$ cat src/rtl/mem_access_ctrl_if.sv
// Bundle of the two requester ports and the SRAM pins of mem_access_ctrl.
// The controller uses the slave view; requesters and the SRAM side use master.
interface mem_access_ctrl_if;
    logic        cpu_req;
    logic        cpu_we;
    logic [15:0] cpu_addr;
    logic [15:0] cpu_wdata;
    logic [15:0] cpu_rdata;
    logic        cpu_ack;
    logic        ld_req;
    logic        ld_we;
    logic [15:0] ld_addr;
    logic [15:0] ld_wdata;
    logic [15:0] ld_rdata;
    logic        ld_ack;
    logic [15:0] addr;
    logic [15:0] dq_out;
    logic        dq_oe;
    logic [15:0] dq_in;
    logic        ce;
    logic        ub;
    logic        lb;
    logic        oe;
    logic        we;
    logic        busy;

    modport master (
        output cpu_req, cpu_we, cpu_addr, cpu_wdata,
        input  cpu_rdata, cpu_ack,
        output ld_req, ld_we, ld_addr, ld_wdata,
        input  ld_rdata, ld_ack,
        input  addr, dq_out, dq_oe, ce, ub, lb, oe, we, busy,
        output dq_in
    );

    modport slave (
        input  cpu_req, cpu_we, cpu_addr, cpu_wdata,
        output cpu_rdata, cpu_ack,
        input  ld_req, ld_we, ld_addr, ld_wdata,
        output ld_rdata, ld_ack,
        output addr, dq_out, dq_oe, ce, ub, lb, oe, we, busy,
        input  dq_in
    );
endinterface

$ cat src/rtl/mem_access_ctrl.sv
// External 16-bit SRAM sequencer: round-robin CPU/loader arbitration, active-low
// strobes with programmable wait states, registered read data and one-cycle ack.
module mem_access_ctrl #(
    parameter int unsigned WAIT_CYCLES = 2
) (
    input  logic             clk,
    input  logic             rst_n,
    mem_access_ctrl_if.slave bus
);
    typedef enum logic [2:0] {
        IDLE   = 3'd0,
        SETUP  = 3'd1,
        ACCESS = 3'd2,
        HOLD   = 3'd3,
        DONE   = 3'd4
    } state_t;

    localparam logic [2:0] CNT_LOAD = 3'(WAIT_CYCLES - 32'd1);

    state_t      state_r, state_nxt_s;
    logic [2:0]  cnt_r, cnt_nxt_s;
    logic        gnt_ld_r, gnt_ld_nxt_s;
    logic        last_ld_r, last_ld_nxt_s;
    logic        win_ld_s;
    logic        is_wr_r, is_wr_nxt_s;
    logic [15:0] addr_r, addr_nxt_s;
    logic [15:0] wdata_r, wdata_nxt_s;
    logic        ce_r, ce_nxt_s;
    logic        oe_r, oe_nxt_s;
    logic        we_r, we_nxt_s;
    logic        dq_oe_r, dq_oe_nxt_s;
    logic        cpu_ack_r, cpu_ack_nxt_s;
    logic        ld_ack_r, ld_ack_nxt_s;
    logic        busy_r;
    logic [15:0] cpu_rdata_r, ld_rdata_r;
    logic        capture_s;

    // Round-robin pick: a lone requester wins, a tie goes to the port not granted last.
    always_comb begin
        win_ld_s = 1'b0;
        if (bus.cpu_req && bus.ld_req) begin
            win_ld_s = ~last_ld_r;
        end else if (bus.ld_req) begin
            win_ld_s = 1'b1;
        end else begin
            win_ld_s = 1'b0;
        end
    end

    // Next-state logic; the winner's request fields are latched only on the grant.
    always_comb begin
        state_nxt_s   = state_r;
        cnt_nxt_s     = cnt_r;
        gnt_ld_nxt_s  = gnt_ld_r;
        last_ld_nxt_s = last_ld_r;
        is_wr_nxt_s   = is_wr_r;
        addr_nxt_s    = addr_r;
        wdata_nxt_s   = wdata_r;
        case (state_r)
            IDLE: begin
                if (bus.cpu_req || bus.ld_req) begin
                    state_nxt_s   = SETUP;
                    gnt_ld_nxt_s  = win_ld_s;
                    last_ld_nxt_s = win_ld_s;
                    is_wr_nxt_s   = win_ld_s ? bus.ld_we    : bus.cpu_we;
                    addr_nxt_s    = win_ld_s ? bus.ld_addr  : bus.cpu_addr;
                    wdata_nxt_s   = win_ld_s ? bus.ld_wdata : bus.cpu_wdata;
                end else begin
                    state_nxt_s = IDLE;
                end
            end
            SETUP: begin
                state_nxt_s = ACCESS;
                cnt_nxt_s   = CNT_LOAD;
            end
            ACCESS: begin
                if (cnt_r == 3'd0) begin
                    state_nxt_s = HOLD;
                end else begin
                    cnt_nxt_s = cnt_r - 3'd1;
                end
            end
            HOLD:    state_nxt_s = DONE;
            DONE:    state_nxt_s = IDLE;
            default: state_nxt_s = IDLE;
        endcase
    end

    // Strobe decode from the upcoming state so every pin comes straight from a flop.
    always_comb begin
        ce_nxt_s      = 1'b1;
        oe_nxt_s      = 1'b1;
        we_nxt_s      = 1'b1;
        dq_oe_nxt_s   = 1'b0;
        cpu_ack_nxt_s = 1'b0;
        ld_ack_nxt_s  = 1'b0;
        case (state_nxt_s)
            SETUP: begin
                ce_nxt_s    = 1'b0;
                dq_oe_nxt_s = is_wr_nxt_s;
            end
            ACCESS: begin
                ce_nxt_s = 1'b0;
                if (is_wr_nxt_s) begin
                    we_nxt_s    = 1'b0;
                    dq_oe_nxt_s = 1'b1;
                end else begin
                    oe_nxt_s = 1'b0;
                end
            end
            HOLD: begin
                ce_nxt_s    = 1'b0;
                dq_oe_nxt_s = is_wr_nxt_s;
            end
            DONE: begin
                cpu_ack_nxt_s = ~gnt_ld_nxt_s;
                ld_ack_nxt_s  = gnt_ld_nxt_s;
            end
            default: ce_nxt_s = 1'b1;
        endcase
    end

    // A read samples the SRAM on the edge that closes the last ACCESS cycle.
    assign capture_s = (state_r == ACCESS) && (cnt_r == 3'd0) && !is_wr_r;

    // FSM state, wait counter, arbitration history and latched request.
    always_ff @(posedge clk or negedge rst_n) begin
        if (!rst_n) begin
            state_r   <= IDLE;
            cnt_r     <= 3'd0;
            gnt_ld_r  <= 1'b0;
            last_ld_r <= 1'b1;
            is_wr_r   <= 1'b0;
            addr_r    <= 16'h0000;
            wdata_r   <= 16'h0000;
        end else begin
            state_r   <= state_nxt_s;
            cnt_r     <= cnt_nxt_s;
            gnt_ld_r  <= gnt_ld_nxt_s;
            last_ld_r <= last_ld_nxt_s;
            is_wr_r   <= is_wr_nxt_s;
            addr_r    <= addr_nxt_s;
            wdata_r   <= wdata_nxt_s;
        end
    end

    // Registered strobes, acks and busy.
    always_ff @(posedge clk or negedge rst_n) begin
        if (!rst_n) begin
            ce_r      <= 1'b1;
            oe_r      <= 1'b1;
            we_r      <= 1'b1;
            dq_oe_r   <= 1'b0;
            cpu_ack_r <= 1'b0;
            ld_ack_r  <= 1'b0;
            busy_r    <= 1'b0;
        end else begin
            ce_r      <= ce_nxt_s;
            oe_r      <= oe_nxt_s;
            we_r      <= we_nxt_s;
            dq_oe_r   <= dq_oe_nxt_s;
            cpu_ack_r <= cpu_ack_nxt_s;
            ld_ack_r  <= ld_ack_nxt_s;
            busy_r    <= (state_nxt_s != IDLE);
        end
    end

    // Per-port read data, held until that port completes another read.
    always_ff @(posedge clk or negedge rst_n) begin
        if (!rst_n) begin
            cpu_rdata_r <= 16'h0000;
            ld_rdata_r  <= 16'h0000;
        end else if (capture_s && gnt_ld_r) begin
            ld_rdata_r <= bus.dq_in;
        end else if (capture_s) begin
            cpu_rdata_r <= bus.dq_in;
        end else begin
            cpu_rdata_r <= cpu_rdata_r;
            ld_rdata_r  <= ld_rdata_r;
        end
    end

    assign bus.addr      = addr_r;
    assign bus.dq_out    = wdata_r;
    assign bus.dq_oe     = dq_oe_r;
    assign bus.ce        = ce_r;
    assign bus.ub        = ce_r;
    assign bus.lb        = ce_r;
    assign bus.oe        = oe_r;
    assign bus.we        = we_r;
    assign bus.cpu_ack   = cpu_ack_r;
    assign bus.ld_ack    = ld_ack_r;
    assign bus.cpu_rdata = cpu_rdata_r;
    assign bus.ld_rdata  = ld_rdata_r;
    assign bus.busy      = busy_r;
endmodule

$ cat src/flat_wrapper.sv
// flat-port wrapper written by rule: the top's interface ports become plain ports
module mem_access_ctrl_flat 
#(
    parameter int unsigned WAIT_CYCLES = 2
)
  (clk, rst_n, bus_cpu_req, bus_cpu_we, bus_cpu_addr, bus_cpu_wdata, bus_cpu_rdata, bus_cpu_ack, bus_ld_req, bus_ld_we, bus_ld_addr, bus_ld_wdata, bus_ld_rdata, bus_ld_ack, bus_addr, bus_dq_out, bus_dq_oe, bus_ce, bus_ub, bus_lb, bus_oe, bus_we, bus_busy, bus_dq_in);
  mem_access_ctrl_if bus_i ();
  input  logic clk;
  input  logic rst_n;
  input wire logic [$bits(bus_i.cpu_req)-1:0] bus_cpu_req;
  input wire logic [$bits(bus_i.cpu_we)-1:0] bus_cpu_we;
  input wire logic [$bits(bus_i.cpu_addr)-1:0] bus_cpu_addr;
  input wire logic [$bits(bus_i.cpu_wdata)-1:0] bus_cpu_wdata;
  output wire logic [$bits(bus_i.cpu_rdata)-1:0] bus_cpu_rdata;
  output wire logic [$bits(bus_i.cpu_ack)-1:0] bus_cpu_ack;
  input wire logic [$bits(bus_i.ld_req)-1:0] bus_ld_req;
  input wire logic [$bits(bus_i.ld_we)-1:0] bus_ld_we;
  input wire logic [$bits(bus_i.ld_addr)-1:0] bus_ld_addr;
  input wire logic [$bits(bus_i.ld_wdata)-1:0] bus_ld_wdata;
  output wire logic [$bits(bus_i.ld_rdata)-1:0] bus_ld_rdata;
  output wire logic [$bits(bus_i.ld_ack)-1:0] bus_ld_ack;
  output wire logic [$bits(bus_i.addr)-1:0] bus_addr;
  output wire logic [$bits(bus_i.dq_out)-1:0] bus_dq_out;
  output wire logic [$bits(bus_i.dq_oe)-1:0] bus_dq_oe;
  output wire logic [$bits(bus_i.ce)-1:0] bus_ce;
  output wire logic [$bits(bus_i.ub)-1:0] bus_ub;
  output wire logic [$bits(bus_i.lb)-1:0] bus_lb;
  output wire logic [$bits(bus_i.oe)-1:0] bus_oe;
  output wire logic [$bits(bus_i.we)-1:0] bus_we;
  output wire logic [$bits(bus_i.busy)-1:0] bus_busy;
  input wire logic [$bits(bus_i.dq_in)-1:0] bus_dq_in;
  assign bus_i.cpu_req = bus_cpu_req;
  assign bus_i.cpu_we = bus_cpu_we;
  assign bus_i.cpu_addr = bus_cpu_addr;
  assign bus_i.cpu_wdata = bus_cpu_wdata;
  assign bus_cpu_rdata = bus_i.cpu_rdata;
  assign bus_cpu_ack = bus_i.cpu_ack;
  assign bus_i.ld_req = bus_ld_req;
  assign bus_i.ld_we = bus_ld_we;
  assign bus_i.ld_addr = bus_ld_addr;
  assign bus_i.ld_wdata = bus_ld_wdata;
  assign bus_ld_rdata = bus_i.ld_rdata;
  assign bus_ld_ack = bus_i.ld_ack;
  assign bus_addr = bus_i.addr;
  assign bus_dq_out = bus_i.dq_out;
  assign bus_dq_oe = bus_i.dq_oe;
  assign bus_ce = bus_i.ce;
  assign bus_ub = bus_i.ub;
  assign bus_lb = bus_i.lb;
  assign bus_oe = bus_i.oe;
  assign bus_we = bus_i.we;
  assign bus_busy = bus_i.busy;
  assign bus_i.dq_in = bus_dq_in;
  mem_access_ctrl #(.WAIT_CYCLES(WAIT_CYCLES)) u_core (.clk(clk), .rst_n(rst_n), .bus(bus_i));
endmodule
$ cat config.mk
export PLATFORM = sky130hd
export DESIGN_NAME = mem_access_ctrl_flat
export DESIGN_NICKNAME = d
export VERILOG_FILES = /design/src/rtl/mem_access_ctrl_if.sv /design/src/rtl/mem_access_ctrl.sv /design/src/flat_wrapper.sv
export SDC_FILE = /design/constraint.sdc
export NUM_CORES = 1
export LEC_CHECK = 0
export BUFFER_PORTS_ARGS = -buffer_cell sky130_fd_sc_hd__buf_4
export CORE_AREA = 3 3 88 90
export DETAILED_ROUTE_END_ITERATION = 10
export DIE_AREA = 0 0 91 93
export PLACE_DENSITY = 0.82
export SETUP_SLACK_MARGIN = 0.05
export SLEW_MARGIN = 20
export SYNTH_ARGS = -nofsm -noshare
export SYNTH_HDL_FRONTEND = slang
export SYNTH_SLANG_ARGS = --single-unit
$ cat constraint.sdc
create_clock -name clk -period 2.9 [get_ports clk]
set_clock_uncertainty 0.2 [all_clocks]
set_input_delay 0 -clock clk [delete_from_list [all_inputs] [get_ports clk]]
set_output_delay 0 -clock clk [all_outputs]
set_load 0.05 [all_outputs]
# Yosys cells after proc, flatten, opt, wreduce, memory -nomap -nowiden
# Cells that the tools add are included.
# Widths: inputs -> output; s select.
totals:
  regBits: 80
  in_bits: 86
  output_inout_bits: 73
op_classes:
  n_addsub: 1
  n_eq_ne: 8
  n_mux: 22
  bitwise: 3
  reduce_logical: 15
op_table:
  columns: ["cell", "n"]
  rows:
  - ["$mux 16", 2]
  - ["$mux 1", 15]
  - ["$eq 3x2->1 const B", 4]
  - ["$pmux 3 s4", 1]
  - ["$eq 3x1->1 const B", 2]
  - ["$logic_not 3->1", 2]
  - ["$mux 3", 2]
  - ["$pmux 3 s2", 1]
  - ["$reduce_and 2->1", 3]
  - ["$logic_and 1x1->1", 4]
  - ["$eq 3x3->1 const B", 1]
  - ["$not 1->1", 3]
  - ["$reduce_bool 3->1", 1]
  - ["$reduce_or 3->1", 1]
  - ["$sub 3x1->3 const B", 1]
  - ["$ne 2x2->1 const B", 1]
  - ["$pmux 1 s2", 1]
  - ["$reduce_bool 2->1", 1]
  - ["$reduce_or 2->1", 1]
  - ["$logic_not 1->1", 1]
  - ["$logic_or 1x1->1", 1]

# Logic depth before layout (Yosys ltp)
# Gate-level depths: netlist of run 1.
logic_depth:
  depth_word: 7
  ltp_mapped: 7
  mapped_depth_nobuf: 6

# Worst setup path after synthesis of run 1
# No wires, ideal clock.
synth_path:
  kind: "reg-to-reg"
  from: "register u_core.state_r[0]"
  to: "register u_core.ld_rdata_r[10] (netlist: u_core.bus.ld_rdata[10])"
  setup_time_ns: 0.125
  arrival_ns: 1.572
  path_slack_ns: 1.003
  stages_incl_launch_ff: 8
  path_buffers: 3
  synth_period_minus_slack_ns: 1.897
  path_cell_list: "dfrtp_1 -> buf_6 -> nor3_4 -> nand4b_1 -> or2_1 -> buf_6 -> buf_12 -> mux2_4"
synth_via:
  elab_chain_cells: 4
synth_lines:
  columns: ["item", "line_no", "rtl"]
  rows:
  - ["from (decl)", "mem_access_ctrl.sv:20", "state_t state_r, state_nxt_s;"]
  - ["from (signal assigned)", "mem_access_ctrl.sv:137", "state_r <= state_nxt_s;"]
  - ["$eq 3x2->1", "mem_access_ctrl.sv:124", "assign capture_s = (state_r == ACCESS) && (cnt_r == 3'd0) && !is_wr_r;"]
  - ["$logic_and 1x1->1 (2 in a row)", "mem_access_ctrl.sv:124", null]
  - ["$logic_and 1x1->1", "mem_access_ctrl.sv:173", "end else if (capture_s && gnt_ld_r) begin"]
  - ["to (signal assigned)", "mem_access_ctrl.sv:174", "ld_rdata_r <= bus.dq_in;"]
  - ["to (signal assigned)", "mem_access_ctrl.sv:179", "ld_rdata_r <= ld_rdata_r;"]
  - ["to (decl)", "mem_access_ctrl.sv:35", "logic [15:0] cpu_rdata_r, ld_rdata_r;"]
# No other way between the ends.
# A chain may end at the register's enable or synchronous reset.

# Final worst setup path of run 1
layout_path:
  from: "register u_core.last_ld_r"
  to: "register u_core.wdata_r[14] (netlist: u_core.bus.dq_out[14])"
layout_via:
  elab_chain_cells: 3
layout_lines:
  columns: ["item", "line_no", "rtl"]
  rows:
  - ["from (decl)", "mem_access_ctrl.sv:23", "logic last_ld_r, last_ld_nxt_s;"]
  - ["from (signal assigned)", "mem_access_ctrl.sv:140", "last_ld_r <= last_ld_nxt_s;"]
  - ["$not 1->1", "mem_access_ctrl.sv:42", "win_ld_s = ~last_ld_r;"]
  - ["$mux 1", "mem_access_ctrl.sv:41", "if (bus.cpu_req && bus.ld_req) begin"]
  - ["$mux 16", "mem_access_ctrl.sv:67", "wdata_nxt_s = win_ld_s ? bus.ld_wdata : bus.cpu_wdata;"]
  - ["to (signal assigned)", "mem_access_ctrl.sv:143", "wdata_r <= wdata_nxt_s;"]
  - ["to (decl)", "mem_access_ctrl.sv:27", "logic [15:0] wdata_r, wdata_nxt_s;"]
# No other way between the ends.

==> flow_metrics.env, run 1 <==
export IMPL_status="completed"
export IMPL_vias=3305
export IMPL_yosys_area_top_type="dfrtp_1"
export IMPL_total_power_mw=7.18
export IMPL_yosysMostFrequentCell="dfrtp_1"
export IMPL_drt_iter0_drc=227
export IMPL_boundaryPins=159
export IMPL_synth_top_area_share_pct=55.1
export IMPL_cp_end_kind="register"
export IMPL_worstPathRequired_ps=2930
export IMPL_grt_usage_pct=27.4
export IMPL_cp_arrival_ps=2570
export IMPL_cts_sinks=80
export IMPL_diodes=0
export IMPL_clock_latency_ps=340
export IMPL_viasPerCell=5.18
export IMPL_gp_congestion=0.797
export IMPL_drt_pass1_iter_count=4
export IMPL_crit_type="register to register"
export IMPL_ctsResizeCount=0
export IMPL_instances_no_fill=638
export IMPL_grt_overflow=0
export IMPL_nNetsFinal=622
export IMPL_whs_ps=186
export IMPL_hold_path_class="input port to asynchronous set/reset pin"
export IMPL_die_x_um=91
export IMPL_core_area_um2=7140
export IMPL_drive_gt1_share_pct=41.6
export IMPL_maxCapViolations=0
export IMPL_period_minus_slack_ps=2540
export IMPL_crit_path_start_kind="register"
export IMPL_seq_power_share_pct=29.0
export IMPL_ys_ff_latch=80
export IMPL_rsz0062_at_grt="no"
export IMPL_finalHoldViolCount=0
export IMPL_power_leakage_nw=2.89
export IMPL_combPwrFrac_pct=57.8
export IMPL_yosysSeqAreaShare_pct=58.1
export IMPL_yosys_top_cells_count="dfrtp_1 (76), o21ai_0 (41), nand2_1 (37), mux2i_1 (33), mux2_2 (22)"
export IMPL_synthCells=283
export IMPL_dieArea_um2=8460
export IMPL_dp_cells=526
export IMPL_row_count=31
export IMPL_drc=0
export IMPL_cts_buffers=9
export IMPL_worstPathMaxFanout=12
export IMPL_syn_area_per_cell_um2=12.2
export IMPL_start_util_pct=48.4
export IMPL_preCtsSetupSlack_ps=600
export IMPL_clk_pin_slew_ps=80
export IMPL_synthTopCellsByArea="dfrtp_1 (55%), mux2i_1 (9.6%), mux2_2 (7.2%), o21ai_0 (5.9%), mux2_4 (4.3%)"
export IMPL_antenna_found_initial=0
export IMPL_h_tree_depth=3
export IMPL_cts_tree="built"
export IMPL_dp_hpwl_um=6300
export IMPL_grt_first_pass_wirelength_um=18200
export IMPL_synth_ff_type="dfrtp_1"
export IMPL_setup_ws_ps=356
export IMPL_grt_max_degree=81
export IMPL_async_reset_ff_share_pct=100
export IMPL_p_int_mw=3.66
export IMPL_clockBufferDepth=2
export IMPL_worstMarginPinSlew_ps=980
export IMPL_setup_tns_ps=0
export IMPL_ant_nets=0
export IMPL_ys_warn_count=0
export IMPL_routed_wl_um=11900
export IMPL_p_sw_mw=3.51
export IMPL_switching_share_pct=49.0
export IMPL_p_clk_share_pct=13.3
export IMPL_grt_pass1_vias=3572
export IMPL_syn_area_um2=3450
export IMPL_cts_root_buf="clkbuf_8"
export IMPL_relSlewSlack_pct=34.7
export IMPL_syn_num_nets=371
export IMPL_fin_crit_sh_pct=87.7
export IMPL_dieHeight_um=93
export IMPL_wl_per_cell_um=18.7
export IMPL_setup_viol=0
export IMPL_ir_drop_v=0.000666
export IMPL_io_buffers=158
export IMPL_slew_viol_final=0
export IMPL_fmax_mhz=393
export IMPL_power_density_nw_per_um2=1210
export IMPL_area_growth_pct=71.3
export IMPL_synth_cell_type_count=32
export IMPL_synth_edf_count=0
layout make-up:
class / count / area, µm²
Clock buffer: 12 / 165
Clock inverter: 4 / 75.1
Fill cell: 376 / 1220
Inverter: 6 / 22.5
Multi-Input combinational cell: 178 / 1320
Sequential cell: 80 / 2010
Tap cell: 99 / 124
Timing Repair Buffer: 259 / 2200
cell families (layout without fill, tap and decap cells):
logic type / Yosys count / after routing / share of synthesized area, %
simple gates: 57 / 57 / 7.50
flops: 80 / 80 / 58.1
mux: 65 / 65 / 21.1
fa+ha+maj: 2 / 2 / 0.725
xor+xnor: 1 / 1 / 0.254
buf+inv: 25 / 281 / 4.20
compound gates: 53 / 53 / 8.12
state kept, by name, indices dropped and copies added, names as in the netlist, 3 cells and up:
name	flops
u_core.bus.addr	16
u_core.cnt_r	3
u_core.bus.dq_out	16
u_core.bus.ld_rdata	16
u_core.state_r	3
u_core.bus.cpu_rdata	16
power groups by stage:
| stage | Combinational [mW] | Sequential (mW) | Clock [mW] |
|---|---|---|---|
| floorplan | 1.05 | 3.63 | 0 |
| global placement | 3.70 | 2.01 | 0 |
| detailed placement | 3.78 | 2.04 | 0 |
| CTS | 4.00 | 2.02 | 0.965 |
| global route | 4.35 | 2.13 | 1.02 |
| finish | 4.15 | 2.08 | 0.952 |
per-stage QoR:
step	cell area, µm²	utilization, %
floorplan	3450	-
global placement	4710	66.0
detailed placement	4710	66.0
CTS	5860	82.2
global route	5910	82.9
finish	5910	82.9
what timing repair did:
item	in CTS	in global routing
endpoints found under the hold margin	147	0
setup buffers	0	5
endpoints found under the setup margin	0	4
hold buffers	91	0
worst max-delay path, stage by stage, from the launching register on:
cell,delay (ps)
dfstp_2,580
a21boi_4,70
buf_12,150
mux2i_1,170
dlygate4sd3_1,570
o21ai_0,90
dlygate4sd3_1,590
routing by layer:
metal | vias to the layer above | track usage (%) | share of wire [%]
li1 | 1475 | - | -
met1 | 1598 | 31.8 | 38
met2 | 196 | 46.7 | 50
met3 | 36 | 8.93 | 9.0
met4 | 0 | 11.8 | 2.9
met5 | - | 0 | 0
worst paths after layout:
check,cells past startpoint,end,start,slack (ps)
max,6,u_core.bus.dq_out[14],u_core.last_ld_r,360
min,2,u_core.bus.cpu_rdata[10],rst_n,190
max reg2reg,6,u_core.bus.dq_out[14],u_core.last_ld_r,360
min reg2reg,1,u_core.bus.cpu_ack,u_core.gnt_ld_r,280
max in group asynchronous,2,u_core.bus.ld_rdata[15],rst_n,1700
min in group clk,3,u_core.bus.ld_rdata[11],bus_dq_in[11],260
layout by cell type, fill, tap and decap left out, types with 3 or more instances in the layout:
| cell | instances |
|---|---|
| inv_1 | 6 |
| mux2_4 | 10 |
| a21oi_1 | 4 |
| dlygate4sd3_1 | 91 |
| nor4_1 | 3 |
| mux2i_1 | 33 |
| dfrtp_1 | 76 |
| clkbuf_8 | 12 |
| mux2_2 | 22 |
| buf_4 | 166 |
| nor2_1 | 5 |
| dfstp_2 | 4 |
| o21ai_0 | 41 |
| nand2b_1 | 3 |
| nand2_1 | 37 |
Note: power is estimated with default switching activity, not from simulation.
==> inputs of run 2 (changes only) <==
Settings changed: CORE_AREA 3 3 88 90 to 3 3 90 92, DIE_AREA 0 0 91 93 to 0 0 93 95, PLACE_DENSITY 0.82 to 0.79.
Clock period 2.9 ns to 2.5 ns, I/O delays scaled along.
==> run 2 against run 1 <==
  * Hold slack got worse by 28 ps
  * Combinational power is 12% higher
  * Register-to-register slack worse by 230 ps
  * Critical path depth down 1
  * Final cell count down 1.6%
  * Clock-buffer cell count decreased by 3
  * Non-clock buffer count is 10 lower
  * Sequential power rose by 15%
  * Setup slack lost 230 ps
  * Global-route usage is 1.3 points lower
  * Via count fell by 2.3%
  * Flip-flop and latch count is the same
  * Largest cell class unchanged
==> flow_metrics.env, run 2 (synthesis results as in run 1) <==
export IMPL_drt_iter0_drc=130
export IMPL_grt_overflow=0
export IMPL_drive_gt1_share_pct=41.4
export IMPL_power_density_nw_per_um2=1380
export IMPL_grt_usage_pct=26.1
export IMPL_hold_path_class="input port to asynchronous set/reset pin"
export IMPL_instances_no_fill=628
export IMPL_boundaryPins=159
export IMPL_cp_end_kind="register"
export IMPL_dieArea_um2=8840
export IMPL_period_minus_slack_ps=2370
export IMPL_grt_max_degree=81
export IMPL_clk_pin_slew_ps=90
export IMPL_cts_root_buf="clkbuf_8"
export IMPL_drt_pass1_iter_count=4
export IMPL_worstPathMaxFanout=12
export IMPL_ant_nets=0
export IMPL_fmax_mhz=421
export IMPL_diodes=0
export IMPL_area_growth_pct=66.7
export IMPL_power_leakage_nw=2.82
export IMPL_vias=3230
export IMPL_setup_tns_ps=0
export IMPL_ctsResizeCount=0
export IMPL_h_tree_depth=3
export IMPL_nNetsFinal=612
export IMPL_maxCapViolations=0
export IMPL_grt_pass1_vias=3457
export IMPL_status="completed"
export IMPL_whs_ps=158
export IMPL_preCtsSetupSlack_ps=202
export IMPL_clockBufferDepth=2
export IMPL_worstPathRequired_ps=2480
export IMPL_most_common_layout_cells="buf_4 (162), dlygate4sd3_1 (86), dfrtp_1 (76)"
export IMPL_antenna_found_initial=0
export IMPL_finalHoldViolCount=0
export IMPL_row_count=31
export IMPL_dp_cells=526
export IMPL_cts_buffers=9
export IMPL_gp_congestion=0.828
export IMPL_rsz0062_at_grt="yes"
export IMPL_core_area_um2=7290
export IMPL_wl_per_cell_um=17.9
export IMPL_setup_ws_ps=127
export IMPL_start_util_pct=47.4
export IMPL_layout_commonest_cell="buf_4"
export IMPL_crit_type="register to register"
export IMPL_die_x_um=93
export IMPL_dieHeight_um=95
export IMPL_drc=0
export IMPL_cts_sinks=80
export IMPL_worstMarginPinSlew_ps=968
export IMPL_io_buffers=158
export IMPL_crit_path_start_kind="register"
export IMPL_relSlewSlack_pct=35.5
export IMPL_setup_viol=0
export IMPL_routed_wl_um=11200
export IMPL_dp_hpwl_um=6360
export IMPL_grt_first_pass_wirelength_um=17600
export IMPL_clock_latency_ps=350
export IMPL_cts_tree="built"
export IMPL_slew_viol_final=0
export IMPL_viasPerCell=5.14
export IMPL_total_power_mw=7.93
export IMPL_fin_crit_sh_pct=94.9
export IMPL_cp_arrival_ps=2350
export IMPL_ir_drop_v=0.000742
==> run 2: cell types whose count changed in the layout (fill, tap and decap cells not counted), sizes merged <==
cell | previous run | this run
buf | 168 | 163
bufinv | 2 | 0
clkbuf | 12 | 9
clkinv | 0 | 1
clkinvlp | 2 | 1
dlygate4sd3 | 91 | 86
inv | 6 | 11
==> run 2: per-stage QoR <==
stage	utilization (%)	area, µm²
2_1_floorplan	-	3450
3_3_place_gp	64.6	4710
3_5_place_dp	64.6	4710
4_1_cts	79.0	5760
5_1_grt	79.0	5760
6_report	79.0	5760
==> run 2: worst max-delay path, cell delays in order (launching register included) <==
cell and delay [ps]:
dfstp_2 400, a21boi_4 300, buf_4 310, mux2i_1 280
dlygate4sd3_1 590, o21ai_0 110
==> run 2: final cells by class <==
| class | instances | area, µm² |
|---|---|---|
| fillers | 425 | 1530 |
| clock inverters | 7 | 60.1 |
| inverters | 6 | 22.5 |
| multi-input cells | 178 | 1320 |
| clock buffers | 9 | 124 |
| well taps | 99 | 124 |
| flip-flops and latches | 80 | 2010 |
| repair buffers | 249 | 2100 |
==> run 2: final timing paths <==
check / slack, ps / from / to / cells past startpoint
worst max-delay path: 130 / u_core.last_ld_r / u_core.bus.dq_out[11] / 5
worst max register to register: 130 / u_core.last_ld_r / u_core.bus.dq_out[11] / 5
max in group asynchronous: 1340 / rst_n / u_core.state_r[2] / 2
worst min register to register: 300 / u_core.bus.dq_out[8] / u_core.bus.dq_out[8] / 2
worst min-delay path: 160 / rst_n / u_core.bus.cpu_rdata[9] / 2
min in group clk: 230 / bus_dq_in[8] / u_core.bus.ld_rdata[8] / 3
==> run 2: where the power goes <==
part           leakage [nW]  total, mW  switching (mW)  internal (mW)
sequential            0.976       2.39           0.464           1.93
combinational          1.75       4.64            3.05           1.58
clock                0.0916      0.899           0.519          0.380
total                  2.82       7.93            4.04           3.89
==> run 2: layer usage <==
| metal | vias to the layer above | part of all wire (%) | global-route usage, % |
|---|---|---|---|
| met5 | - | 0 | 0 |
| met4 | 0 | 2.5 | 10.3 |
| met3 | 25 | 8.3 | 6.53 |
| met2 | 173 | 50 | 44.2 |
| met1 | 1570 | 39 | 32.2 |
| li1 | 1462 | - | - |
==> run 2: repair_timing <==
| item | CTS | global route |
|---|---|---|
| hold endpoints to repair | 146 | 0 |
| hold buffers | 86 | 0 |
| setup endpoints to repair | 0 | 2 |
| setup buffers | 0 | 0 |
==> inputs of run 3 (changes only) <==
Settings changed: PLACE_DENSITY 0.79 to unset, PLACE_DENSITY_LB_ADDON set to 0.3.
==> run 3 against run 2 <==
  * Highest routed layer unchanged
  * First-iteration DRC count grew 10%
  * Routed wire length fell by 6.7%
  * Critical endpoint is now u_core.bus.ld_rdata[4]
  * Sequential power hardly changed
==> flow_metrics.env, run 3 (synthesis results as in run 1) <==
export IMPL_cp_cell_sequence="inv_1, ha_1, nand4b_1, or2_1, mux2_2"
export IMPL_total_power_mw=7.96
export IMPL_diodes=0
export IMPL_critPathTopFamily="simple AND/OR/NAND/NOR gates"
export IMPL_worstPathBufferInverterCount=1
export IMPL_place_area_um2=4700
export IMPL_relSlewSlack_pct=34.0
export IMPL_routed_wl_um=10500
export IMPL_ant_nets=0
export IMPL_boundaryPins=159
export IMPL_critPathMaxStageDelay_ps=710
export IMPL_grt_pass1_vias=3392
export IMPL_drive_gt1_share_pct=41.4
export IMPL_start_util_pct=47.4
export IMPL_cts_root_buf="clkbuf_8"
export IMPL_grt_first_pass_wirelength_um=16700
export IMPL_setup_tns_ps=0
export IMPL_ir_drop_v=0.000774
export IMPL_maxCapViolations=0
export IMPL_worstPathRequired_ps=2540
export IMPL_antenna_found_initial=0
export IMPL_nFillCells=402
export IMPL_core_area_um2=7290
export IMPL_cts_sinks=80
export IMPL_fmax_mhz=439
export IMPL_gp_congestion=0.796
export IMPL_cts_setup_buffers=0
export IMPL_io_buffers=158
export IMPL_worstPathMaxFanout=16
export IMPL_cpMaxStageDelayCell="or2_1"
export IMPL_dieHeight_um=95
export IMPL_die_x_um=93
export IMPL_r2r_setup_slack_ps=220
export IMPL_dp_hpwl_um=6040
export IMPL_drt_iter0_drc=143
export IMPL_postLayoutCellArea_um2=5770
export IMPL_fin_crit_sh_pct=91.1
export IMPL_row_count=31
export IMPL_clock_latency_ps=350
export IMPL_reg2reg_depth=5
export IMPL_whs_ps=152
export IMPL_worstMarginPinSlew_ps=989
export IMPL_cts_tree="built"
export IMPL_slew_viol_final=0
export IMPL_hold_path_class="input port to asynchronous set/reset pin"
export IMPL_crit_type="register to register"
export IMPL_r2r_start="u_core.cnt_r[0]"
export IMPL_setup_viol=0
export IMPL_grt_usage_pct=24.4
export IMPL_dieArea_um2=8840
export IMPL_grt_overflow=0
export IMPL_power_density_nw_per_um2=1380
export IMPL_drt_pass1_iter_count=4
export IMPL_drc=0
export IMPL_cts_buffers=9
export IMPL_cp_arrival_ps=2320
export IMPL_h_tree_depth=3
export IMPL_clk_pin_slew_ps=90
export IMPL_viasPerCell=5.01
export IMPL_period_minus_slack_ps=2280
export IMPL_status="completed"
export IMPL_vias=3146
export IMPL_grt_max_degree=81
export IMPL_finalHoldViolCount=0
export IMPL_nNetsFinal=612
export IMPL_clockBufferDepth=2
export IMPL_area_growth_pct=67.0
export IMPL_crit_path_start_kind="register"
export IMPL_most_common_layout_cells="buf_4 (162), dlygate4sd3_1 (86), dfrtp_1 (76)"
export IMPL_r2r_end="u_core.bus.ld_rdata[4]"
export IMPL_wl_per_cell_um=16.7
export IMPL_power_leakage_nw=2.81
export IMPL_layout_commonest_cell="buf_4"
export IMPL_cp_end_kind="register"
export IMPL_rsz0062_at_grt="no"
-- run 3: changes by cell type in the layout (fill, tap and decap cells not counted), sizes merged --
cell / change
bufinv: +1
inv: -2
clkinv: -1
clkinvlp: +2
-- run 3: metrics by stage --
step | instances | setup WS (ps) | utilization, %
after floorplan | 283 | 603 | -
after global placement | 526 | 329 | 64.5
after detailed placement | 526 | 244 | 64.5
after CTS | 628 | 241 | 79.0
after global routing | 628 | 124 | 79.1
final | 628 | 223 | 79.1
-- run 3: repair_timing --
action	CTS	global route
resized for setup	0	1
hold buffers	86	0
hold endpoints to repair	145	0
setup endpoints to repair	0	1
-- run 3: worst max path at each step --
stage                           start  slack [ps]                       to  cells after the start
detailed placement    u_core.cnt_r[0]         240   u_core.bus.ld_rdata[4]                      5
floorplan           u_core.state_r[0]         600  u_core.bus.ld_rdata[10]                      7
global route          u_core.cnt_r[0]         120   u_core.bus.ld_rdata[1]                      5
global placement      u_core.cnt_r[0]         330   u_core.bus.ld_rdata[0]                      5
finish                u_core.cnt_r[0]         220   u_core.bus.ld_rdata[4]                      5
CTS                  u_core.last_ld_r         240     u_core.bus.dq_out[0]                      5
-- run 3: layout make-up --
type	instances	area (µm²)	area share (%)
Inverter	6	22.5	0.390
Clock buffer	9	124	2.15
Timing Repair Buffer	249	2090	36.2
Multi-Input combinational cell	178	1320	23.0
Sequential cell	80	2010	34.8
Clock inverter	7	78.8	1.37
Tap cell	99	124	2.15
-- run 3: routing by layer --
metal  vias to the layer above  global-route usage (%)  wire, µm
li1                       1458                       -         -
met5                         -                       0         0
met2                       163                    40.6      5140
met4                         0                    7.94       128
met1                      1514                    29.8      4270
met3                        11                    8.61       934
-- run 3: where the power goes --
| part | total, mW | leakage, nW | switching [mW] | internal [mW] |
|---|---|---|---|---|
| Sequential | 2.36 | 0.976 | 0.429 | 1.93 |
| Clock | 0.973 | 0.0929 | 0.501 | 0.472 |
| Combinational | 4.63 | 1.74 | 3.07 | 1.56 |
